## src/rtl/cla_mp_add_seq_if.sv

```systemverilog
// cla_mp_add_seq_if: host-side handshake and operand/result bundle for cla_mp_add_seq.
//   master (host):      drives start, sub, cin, a, b; observes ready, busy, done, result, cout, overflow
//   slave  (sequencer): the reverse
interface cla_mp_add_seq_if #(
    parameter int WORDS = 4
);
    localparam int W = 8 * WORDS;
    logic         start;
    logic         sub;
    logic         cin;
    logic [W-1:0] a;
    logic [W-1:0] b;
    logic         ready;
    logic         busy;
    logic         done;
    logic [W-1:0] result;
    logic         cout;
    logic         overflow;
    modport master(output start, sub, cin, a, b, input ready, busy, done, result, cout, overflow);
    modport slave(input start, sub, cin, a, b, output ready, busy, done, result, cout, overflow);
endinterface

```

## src/rtl/cla_mp_add_seq.sv

```systemverilog
// cla_mp_add_seq: WORDS*8-bit add/subtract streamed LSB byte first through one 8-bit CLA.
//   clk    in  rising-edge clock
//   rst_n  in  asynchronous active-low reset
//   bus    slave modport: start/sub/cin/a/b in; ready (IDLE), busy (RUN), done (one-cycle pulse),
//          result, cout (sub: 1 = no borrow), overflow (signed) out; results held until next start
module cla_mp_add_seq #(
    parameter int WORDS = 4
) (
    input logic             clk,
    input logic             rst_n,
    cla_mp_add_seq_if.slave bus
);
    localparam int W  = 8 * WORDS;
    localparam int CW = WORDS > 1 ? $clog2(WORDS) : 1;
    localparam logic [CW-1:0] LAST = CW'(WORDS - 1);

    typedef enum logic [1:0] {IDLE, RUN, DONE} state_t;

    state_t        state_q, state_d;
    logic [CW-1:0] cnt_q, cnt_d;
    logic          carry_q, carry_d, cout_q, cout_d, ovf_q, ovf_d;
    logic [W-1:0]  a_q, a_d, b_q, b_d, res_q, res_d;
    logic [7:0]    la, lb, g, p, sum;
    logic [8:0]    c;
    logic          t, prod;

    // Limb CLA: each carry is a flat sum of products of generate/propagate terms
    // and the chained carry, so no carry ripples through the byte.
    always_comb begin
        la   = a_q[{cnt_q, 3'b000} +: 8];
        lb   = b_q[{cnt_q, 3'b000} +: 8];
        g    = la & lb;
        p    = la ^ lb;
        c    = '0;
        c[0] = carry_q;
        t    = 1'b0;
        prod = 1'b0;
        for (int i = 0; i < 8; i++) begin
            t    = g[i];
            prod = p[i];
            for (int j = i - 1; j >= 0; j--) begin
                t    = t | (prod & g[j]);
                prod = prod & p[j];
            end
            c[i+1] = t | (prod & carry_q);
        end
        sum = p ^ c[7:0];
    end

    always_comb begin
        state_d = state_q;
        cnt_d   = cnt_q;
        carry_d = carry_q;
        a_d     = a_q;
        b_d     = b_q;
        res_d   = res_q;
        cout_d  = cout_q;
        ovf_d   = ovf_q;
        case (state_q)
            IDLE: if (bus.start) begin
                state_d = RUN;
                a_d     = bus.a;
                // Subtraction is A + ~B + 1, so the inverted operand and forced carry are latched once.
                b_d     = bus.sub ? ~bus.b : bus.b;
                carry_d = bus.sub | bus.cin;
                cnt_d   = '0;
                res_d   = '0;
                cout_d  = 1'b0;
                ovf_d   = 1'b0;
            end
            RUN: begin
                res_d[{cnt_q, 3'b000} +: 8] = sum;
                carry_d = c[8];
                if (cnt_q == LAST) begin
                    state_d = DONE;
                    cout_d  = c[8];
                    ovf_d   = (a_q[W-1] == b_q[W-1]) && (sum[7] != a_q[W-1]);
                end else begin
                    cnt_d = cnt_q + 1'b1;
                end
            end
            default: state_d = IDLE;
        endcase
    end

    always_ff @(posedge clk or negedge rst_n) begin
        if (!rst_n) begin
            state_q <= IDLE;
            cnt_q   <= '0;
            carry_q <= 1'b0;
            a_q     <= '0;
            b_q     <= '0;
            res_q   <= '0;
            cout_q  <= 1'b0;
            ovf_q   <= 1'b0;
        end else begin
            state_q <= state_d;
            cnt_q   <= cnt_d;
            carry_q <= carry_d;
            a_q     <= a_d;
            b_q     <= b_d;
            res_q   <= res_d;
            cout_q  <= cout_d;
            ovf_q   <= ovf_d;
        end
    end

    assign bus.ready    = state_q == IDLE;
    assign bus.busy     = state_q == RUN;
    assign bus.done     = state_q == DONE;
    assign bus.result   = res_q;
    assign bus.cout     = cout_q;
    assign bus.overflow = ovf_q;
endmodule

```

## src/flat_wrapper.sv

```systemverilog
// flat-port wrapper written by rule: the top's interface ports become plain ports
module cla_mp_add_seq_flat 
#(
    parameter int WORDS = 4
)
  (clk, rst_n, bus_start, bus_sub, bus_cin, bus_a, bus_b, bus_ready, bus_busy, bus_done, bus_result, bus_cout, bus_overflow);
  cla_mp_add_seq_if #(.WORDS(WORDS)) bus_i ();
  input logic clk;
  input logic rst_n;
  input wire logic [$bits(bus_i.start)-1:0] bus_start;
  input wire logic [$bits(bus_i.sub)-1:0] bus_sub;
  input wire logic [$bits(bus_i.cin)-1:0] bus_cin;
  input wire logic [$bits(bus_i.a)-1:0] bus_a;
  input wire logic [$bits(bus_i.b)-1:0] bus_b;
  output wire logic [$bits(bus_i.ready)-1:0] bus_ready;
  output wire logic [$bits(bus_i.busy)-1:0] bus_busy;
  output wire logic [$bits(bus_i.done)-1:0] bus_done;
  output wire logic [$bits(bus_i.result)-1:0] bus_result;
  output wire logic [$bits(bus_i.cout)-1:0] bus_cout;
  output wire logic [$bits(bus_i.overflow)-1:0] bus_overflow;
  assign bus_i.start = bus_start;
  assign bus_i.sub = bus_sub;
  assign bus_i.cin = bus_cin;
  assign bus_i.a = bus_a;
  assign bus_i.b = bus_b;
  assign bus_ready = bus_i.ready;
  assign bus_busy = bus_i.busy;
  assign bus_done = bus_i.done;
  assign bus_result = bus_i.result;
  assign bus_cout = bus_i.cout;
  assign bus_overflow = bus_i.overflow;
  cla_mp_add_seq #(.WORDS(WORDS)) u_core (.clk(clk), .rst_n(rst_n), .bus(bus_i));
endmodule
```

## config.mk

```make
export PLATFORM = sky130hd
export DESIGN_NAME = cla_mp_add_seq_flat
export DESIGN_NICKNAME = d
export VERILOG_FILES = /design/src/rtl/cla_mp_add_seq_if.sv /design/src/rtl/cla_mp_add_seq.sv /design/src/flat_wrapper.sv
export SDC_FILE = /design/constraint.sdc
export NUM_CORES = 1
export LEC_CHECK = 0
export BUFFER_PORTS_ARGS = -buffer_cell sky130_fd_sc_hd__buf_2
export CORE_MARGIN = 5
export CORE_UTILIZATION = 45
export DETAILED_ROUTE_END_ITERATION = 16
export MAX_ROUTING_LAYER = met4
export PLACE_DENSITY = 0.71
export SYNTH_ARGS = -nofsm -noshare
export SYNTH_HDL_FRONTEND = slang
export SYNTH_SLANG_ARGS = --single-unit
```

## constraint.sdc

```tcl
create_clock -name clk -period 2.7 [get_ports clk]
set_input_delay 0.54 -clock clk [delete_from_list [all_inputs] [get_ports clk]]
set_output_delay 0.54 -clock clk [all_outputs]
set_load 0.05 [all_outputs]
```

After elaboration in Yosys (flattened, before gate mapping)
Cells that the tools add are included.
{"block": "word_totals", "rom_bits": 0, "reg_bits": 103, "n_memories": 0, "latch_bits": 0, "output_inout_bits": 37, "in_bits": 69, "word_cells": 152, "ram_bits": 0}
{"block": "op_classes", "add_sub_neg": 2, "mux": 17, "multipliers": 0, "n_bitwise": 105, "n_shift": 4, "order_cmp": 0, "n_reduce_logical": 8, "eq_ne": 8, "div": 0}
{"op": "AND 1 bit", "n": 64}
{"op": "two-way mux 32 bit", "n": 2}
{"op": "case mux 32 bit (2 select lines)", "n": 1}
{"op": "variable part select 32 x 6 -> 8 bit", "n": 2}
{"op": "bitwise OR 1 bit", "n": 37}
{"op": "bitwise mux 32 bit", "n": 1}
{"op": "inverter 32 bit", "n": 1}
{"op": "variable shift 8 x 7 -> 32 bit (first input constant)", "n": 1}
{"op": "variable part select 8 x 7 -> 32 bit", "n": 1}
{"op": "XOR 8 bit", "n": 2}
{"op": "AND 8 bit", "n": 1}
{"op": "two-way mux 2 bit", "n": 4}
{"op": "case mux 2 bit (2 select lines)", "n": 2}
{"op": "negation 5 -> 7 bit", "n": 1}
{"op": "case mux 1 bit (2 select lines)", "n": 3}
{"op": "AND reduction 2 bit", "n": 3}
{"op": "AND reduction 3 bit", "n": 2}
{"op": "equality test 2 bit (second input constant)", "n": 2}
{"op": "two-way mux 1 bit", "n": 4}
{"op": "inequality test 2 bit (second input constant)", "n": 2}
{"op": "adder 2 x 1 -> 2 bit (second input constant)", "n": 1}
{"op": "equality test 2 x 1 -> 1 bit (second input constant)", "n": 1}
{"op": "zero test 2 bit", "n": 1}
{"op": "inequality test 2 x 1 -> 1 bit (second input constant)", "n": 1}
{"op": "other kinds (4)", "n": 4}

Depth between registers and ports, before layout
{"block": "logic_depth", "ltp_word": 15, "ltp_mapped": 10, "depth_no_buf": 7}

Worst setup path after synthesis
Ideal clock, no wire load.
{"block": "synth_timing", "path_kind": "register -> register", "from": "reg u_core.cnt_q[0]", "to": "reg u_core.res_q[13] (netlist: u_core.bus.result[13])", "required_time_ps": 2633, "path_slack_ps": -74, "setup_time_ps": 67, "stages_incl_launch_ff": 9, "arrival_ps": 2707, "synth_period_minus_slack_ps": 2774, "n_path_buf": 2, "cell_sequence": "dfrtp_1 buf_6 buf_2 mux4_2 ha_1 a21oi_1 o21ai_0 a311oi_1 a22o_1"}
{"block": "synth_between", "elab_chain_cells": 14, "elab_cells_between_ends": 87, "classes_between": "add/sub (1); shift (4); mux (2); bitwise (80)"}
{"element": "start: declaration", "line": "cla_mp_add_seq.sv:20", "text": "logic [CW-1:0] cnt_q, cnt_d;"}
{"element": "start signal: assignment", "line": "cla_mp_add_seq.sv:98", "text": "cnt_q <= cnt_d;"}
{"element": "variable part select 32 x 6 -> 8 bit (on tied branches)", "line": "cla_mp_add_seq.sv:30, cla_mp_add_seq.sv:31"}
{"element": "XOR 8 bit / AND 8 bit (equally long branches)", "line": "cla_mp_add_seq.sv:33, cla_mp_add_seq.sv:32"}
{"element": "AND 1 bit (on tied branches)", "line": "cla_mp_add_seq.sv:42, cla_mp_add_seq.sv:43"}
{"element": "bitwise OR 1 bit (tied with other cells) (5 in a row)", "line": "cla_mp_add_seq.sv:42", "text": "t = t | (prod & g[j]);"}
{"element": "bitwise OR 1 bit / AND 1 bit (equally long branches)", "line": "cla_mp_add_seq.sv:42, cla_mp_add_seq.sv:45"}
{"element": "bitwise OR 1 bit", "line": "cla_mp_add_seq.sv:45", "text": "c[i+1] = t | (prod & carry_q);"}
{"element": "XOR 8 bit", "line": "cla_mp_add_seq.sv:47", "text": "sum = p ^ c[7:0];"}
{"element": "variable part select 8 x 7 -> 32 bit", "line": "cla_mp_add_seq.sv:72", "text": "res_d[{cnt_q, 3'b000} +: 8] = sum;"}
{"element": "bitwise mux 32 bit *", "line": "cla_mp_add_seq.sv:72"}
{"element": "case mux 32 bit (2 select lines) *", "line": "cla_mp_add_seq.sv:59", "text": "case (state_q)"}
{"element": "end signal: assignment", "line": "cla_mp_add_seq.sv:102", "text": "res_q <= res_d;"}
{"element": "end: declaration", "line": "cla_mp_add_seq.sv:22", "text": "logic [W-1:0] a_q, a_d, b_q, b_d, res_q, res_d;"}
Every way passes the cells marked *; elsewhere a longest branch is shown, timed or not.
A chain may end at the register's enable or synchronous reset.

Final worst setup path
{"block": "layout_timing", "from": "reg u_core.cnt_q[0]", "to": "reg u_core.res_q[6] (netlist: u_core.bus.result[6])"}
Same word-level chain as after synthesis.

==> metrics.json <==
{
  "sta": {
    "finalWorstPathRequiredPeriod_ps": 2605,
    "final_hold_viol_count": 0,
    "timing.clock.skew_ps": 12.05,
    "timing.final.max_slew_violations": 0,
    "worst_slew_margin_rel_pct": 55.90,
    "max_slew.worst_pin.slew_ps": 661.4,
    "final.setup.worst_slack_ps": 95.15,
    "setup_viol": 0,
    "timing.fmax_mhz": 383.9,
    "timing.final.crit_share_pct": 96.48
  },
  "min_path": {
    "worstHoldPathType": "in -> async"
  },
  "place": {
    "io_buffer_count": 105,
    "detailed_place_hpwl_mm": 8.480,
    "place.gp.congestion": 0.8898,
    "post-place-ws_ps": -1.436
  },
  "global_routing": {
    "globalRouteMet2Util_pct": 29.75,
    "met1_usage_pct": 25.17,
    "global_route_wire_length_before_repair_mm": 18.93,
    "maximum_number_of_pins_on_one_net_before_global_route_repair": 59,
    "global_route.usage.total_pct": 18.76,
    "grt_antenna_before_repair": 0,
    "via_count_of_the_first_global_routing_pass": 3737,
    "globalRoute.busiestLayer": "met2",
    "grt.overflow.total": 0,
    "global_route.usage.met3_pct": 3.211
  },
  "yosys": {
    "post_synth_inst_count": 399,
    "netlist_top_cells_area": "dfrtp_1 52%, mux2_2 7.5%, mux4_2 7.3%",
    "synth_async_sr_flop_share_pct": 100.0,
    "flops_latches_synth": 103,
    "postSynth.topFlopCell": "dfrtp_1",
    "post-synth-top-area-cell": "dfrtp_1",
    "synth_nets": 482,
    "synth_enable_flop_cells": 0,
    "post_synth_instance_area_sq_um": 4960,
    "number_of_warnings_printed_during_yosys_synthesis": 0,
    "synth_top_area_share_pct": 51.97,
    "syn_area_per_cell_sq_um": 12.43,
    "yosysUniqueCellTypes": 42,
    "synth-seq-area-share_pct": 51.97
  },
  "die": {
    "floorplan.initialDensity_pct": 45.75,
    "placement_row_count": 38,
    "die_area_sq_um": 13220,
    "fp.dieH_um": 115.0,
    "die_w_um": 115.0,
    "ios": 106,
    "core_area_sq_um": 10840
  },
  "cts": {
    "clk_root_buffer_cell": "clkbuf_8",
    "clk_latency_ps": 350,
    "tritoncts.num_buffers": 9,
    "cts_buffer_depth": 2,
    "tritoncts": "built",
    "cts.sinks": 103,
    "htree_levels": 3,
    "cts.clk_slew.worst_paths_ps": 90
  },
  "setup_path": {
    "worstSetupEndpointType": "flop",
    "r2r-start": "u_core.cnt_q[0]",
    "worst-r2r-setup-slack_ps": 100,
    "cp.arrival_ps": 2840,
    "critical_path_required_ps": 2930,
    "path_cells": "buf_12 > mux4_2 > ha_4 > a211oi_2 > nor4b_4 > nor3_2 > xnor2_2 > a22o_1",
    "timing.critical_path.from_type": "flop",
    "timing.critical_path.fanout_max": 7,
    "worstRegToRegCells": 8,
    "critical_path.startpoint": "u_core.cnt_q[0]",
    "timing.rr.end": "u_core.bus.result[6]",
    "cp_slowest_stage_delay_ps": 560,
    "critical-path-slowest-cell": "mux4_2",
    "setup.worst_path.class": "reg -> reg"
  },
  "route": {
    "dr.first_iter.drc_count": 234,
    "drt_pass1_iterations": 5,
    "drtAntennaViolNets": 0,
    "via_count_normalized_by_instance_count": 5.388,
    "wl_per_cell_um": 17.57,
    "remaining_drc_errors": 0,
    "routed-via-count": 3513,
    "wl_mm": 11.46
  },
  "run_status": {
    "result_of_the_run": "finished clean"
  },
  "cells_and_area": {
    "antenna-diode-count": 0,
    "post_route_cells_drive_above_1_share_pct": 41.21,
    "nets": 592,
    "syn2layout_area_growth_pct": 21.27
  },
  "run": {
    "drv_cap": 0
  }
}
==> how the worst max path moves through the flow <==
stage,end,slack [ps],cells past startpoint
finish,u_core.bus.result[6],100,8
global route,u_core.bus.overflow,-20,9
CTS,u_core.bus.result[6],10,8
detailed placement,u_core.bus.result[6],-1,8
global placement,u_core.bus.overflow,100,8
floorplan,u_core.bus.result[14],50,9
==> per-stage QoR <==
stage	utilization [%]	instance area (sq um)	instances	hold WS (ps)	TNS, ps
after floorplan	-	4969	399	244.4	0
after global placement	52.59	5700	636	462.4	0
after detailed placement	52.59	5700	636	482.9	-1.436
after CTS	54.56	5914	650	207.7	0
after global routing	55.48	6015	652	234.6	-20.04
final	55.48	6015	652	184.4	0
==> kinds of logic after synthesis <==
kind of cell / after synthesis / share of synthesized area (%)
AO/OA/AOI/OAI: 91 / 12.24
XOR/XNOR: 36 / 6.357
adder cells (fa/ha/maj): 14 / 3.683
buffers and inverters: 31 / 3.053
flip-flops: 103 / 51.97
multiplexers: 50 / 14.96
AND/OR/NAND/NOR: 74 / 7.745
==> cell usage after synthesis (all sizes together), types with 2 or more instances <==
cell type	count
a211oi	4
a21o	2
a21oi	39
a22o	28
buf	16
clkbuf	7
dfrtp	103
ha	13
inv	8
mux2	33
mux4	16
nand2	12
nand3	3
nand4	4
nor2	39
nor2b	2
nor3	4
nor4b	2
o21a	2
o21ai	12
or3	2
xnor2	35
==> critical path: cells and delay by family, from the launching register on <==
family | cells | cell delay (ps)
compound gates | 2 | 580
xor+xnor | 1 | 120
fa+ha+maj | 1 | 270
buf+inv | 1 | 160
flops | 1 | 450
mux | 1 | 560
simple gates | 2 | 360
==> cells in the final DEF (no fill, tap or decap), drive strengths merged, types with 2 or more instances in the layout <==
| cell | n |
|---|---|
| buf | 121 |
| dfrtp | 103 |
| nor2 | 39 |
| a21oi | 39 |
| xnor2 | 35 |
| mux2 | 33 |
| a22o | 28 |
| mux4 | 16 |
| clkbuf | 13 |
| ha | 13 |
| nand2 | 12 |
| o21ai | 12 |
| inv | 8 |
| nand4 | 4 |
| nor3 | 4 |
| a211oi | 4 |
| nand3 | 3 |
| nor2b | 2 |
| nor4b | 2 |
| o21a | 2 |
| a21o | 2 |
| or3 | 2 |
==> metal layers <==
metal | part of all wire (%) | wire length [um] | up-vias
met4 | 1.3 | 146 | 0
met1 | 44 | 5004 | 1724
met5 | 0 | 0 | -
met3 | 5.8 | 667 | 15
met2 | 49 | 5638 | 117
li1 | - | - | 1657
==> registers in the layout, summed over array words and instances, names as in the netlist <==
register / count
u_core.a_q: 32
u_core.b_q: 32
u_core.bus.result: 32
u_core.cnt_q: 2
u_core.state_q: 2
u_core.bus.cout: 1
u_core.bus.overflow: 1
u_core.carry_q: 1
==> cell type report <==
cell class / count / area, sq um
tap: 140 / 175.2
sequential: 103 / 2579
multi-input combinational: 265 / 2335
clock buffer: 12 / 165.2
fill: 915 / 4826
inverter: 8 / 30.03
timing repair buffer: 122 / 714.4
clock inverter: 2 / 16.27
==> what timing repair did <==
| action | in CTS | in global routing |
|---|---|---|
| pin swaps | 0 | 4 |
| setup endpoints to repair | 5 | 19 |
| gates resized for setup | 4 | 17 |
| cloned | 0 | 1 |
| buffers inserted | 0 | 1 |
| endpoints found under the hold margin | 0 | 0 |
| hold buffers | 0 | 0 |
Power is not shown: default switching activity piles up to over one toggle a cycle in this logic, so the estimate is an artifact.
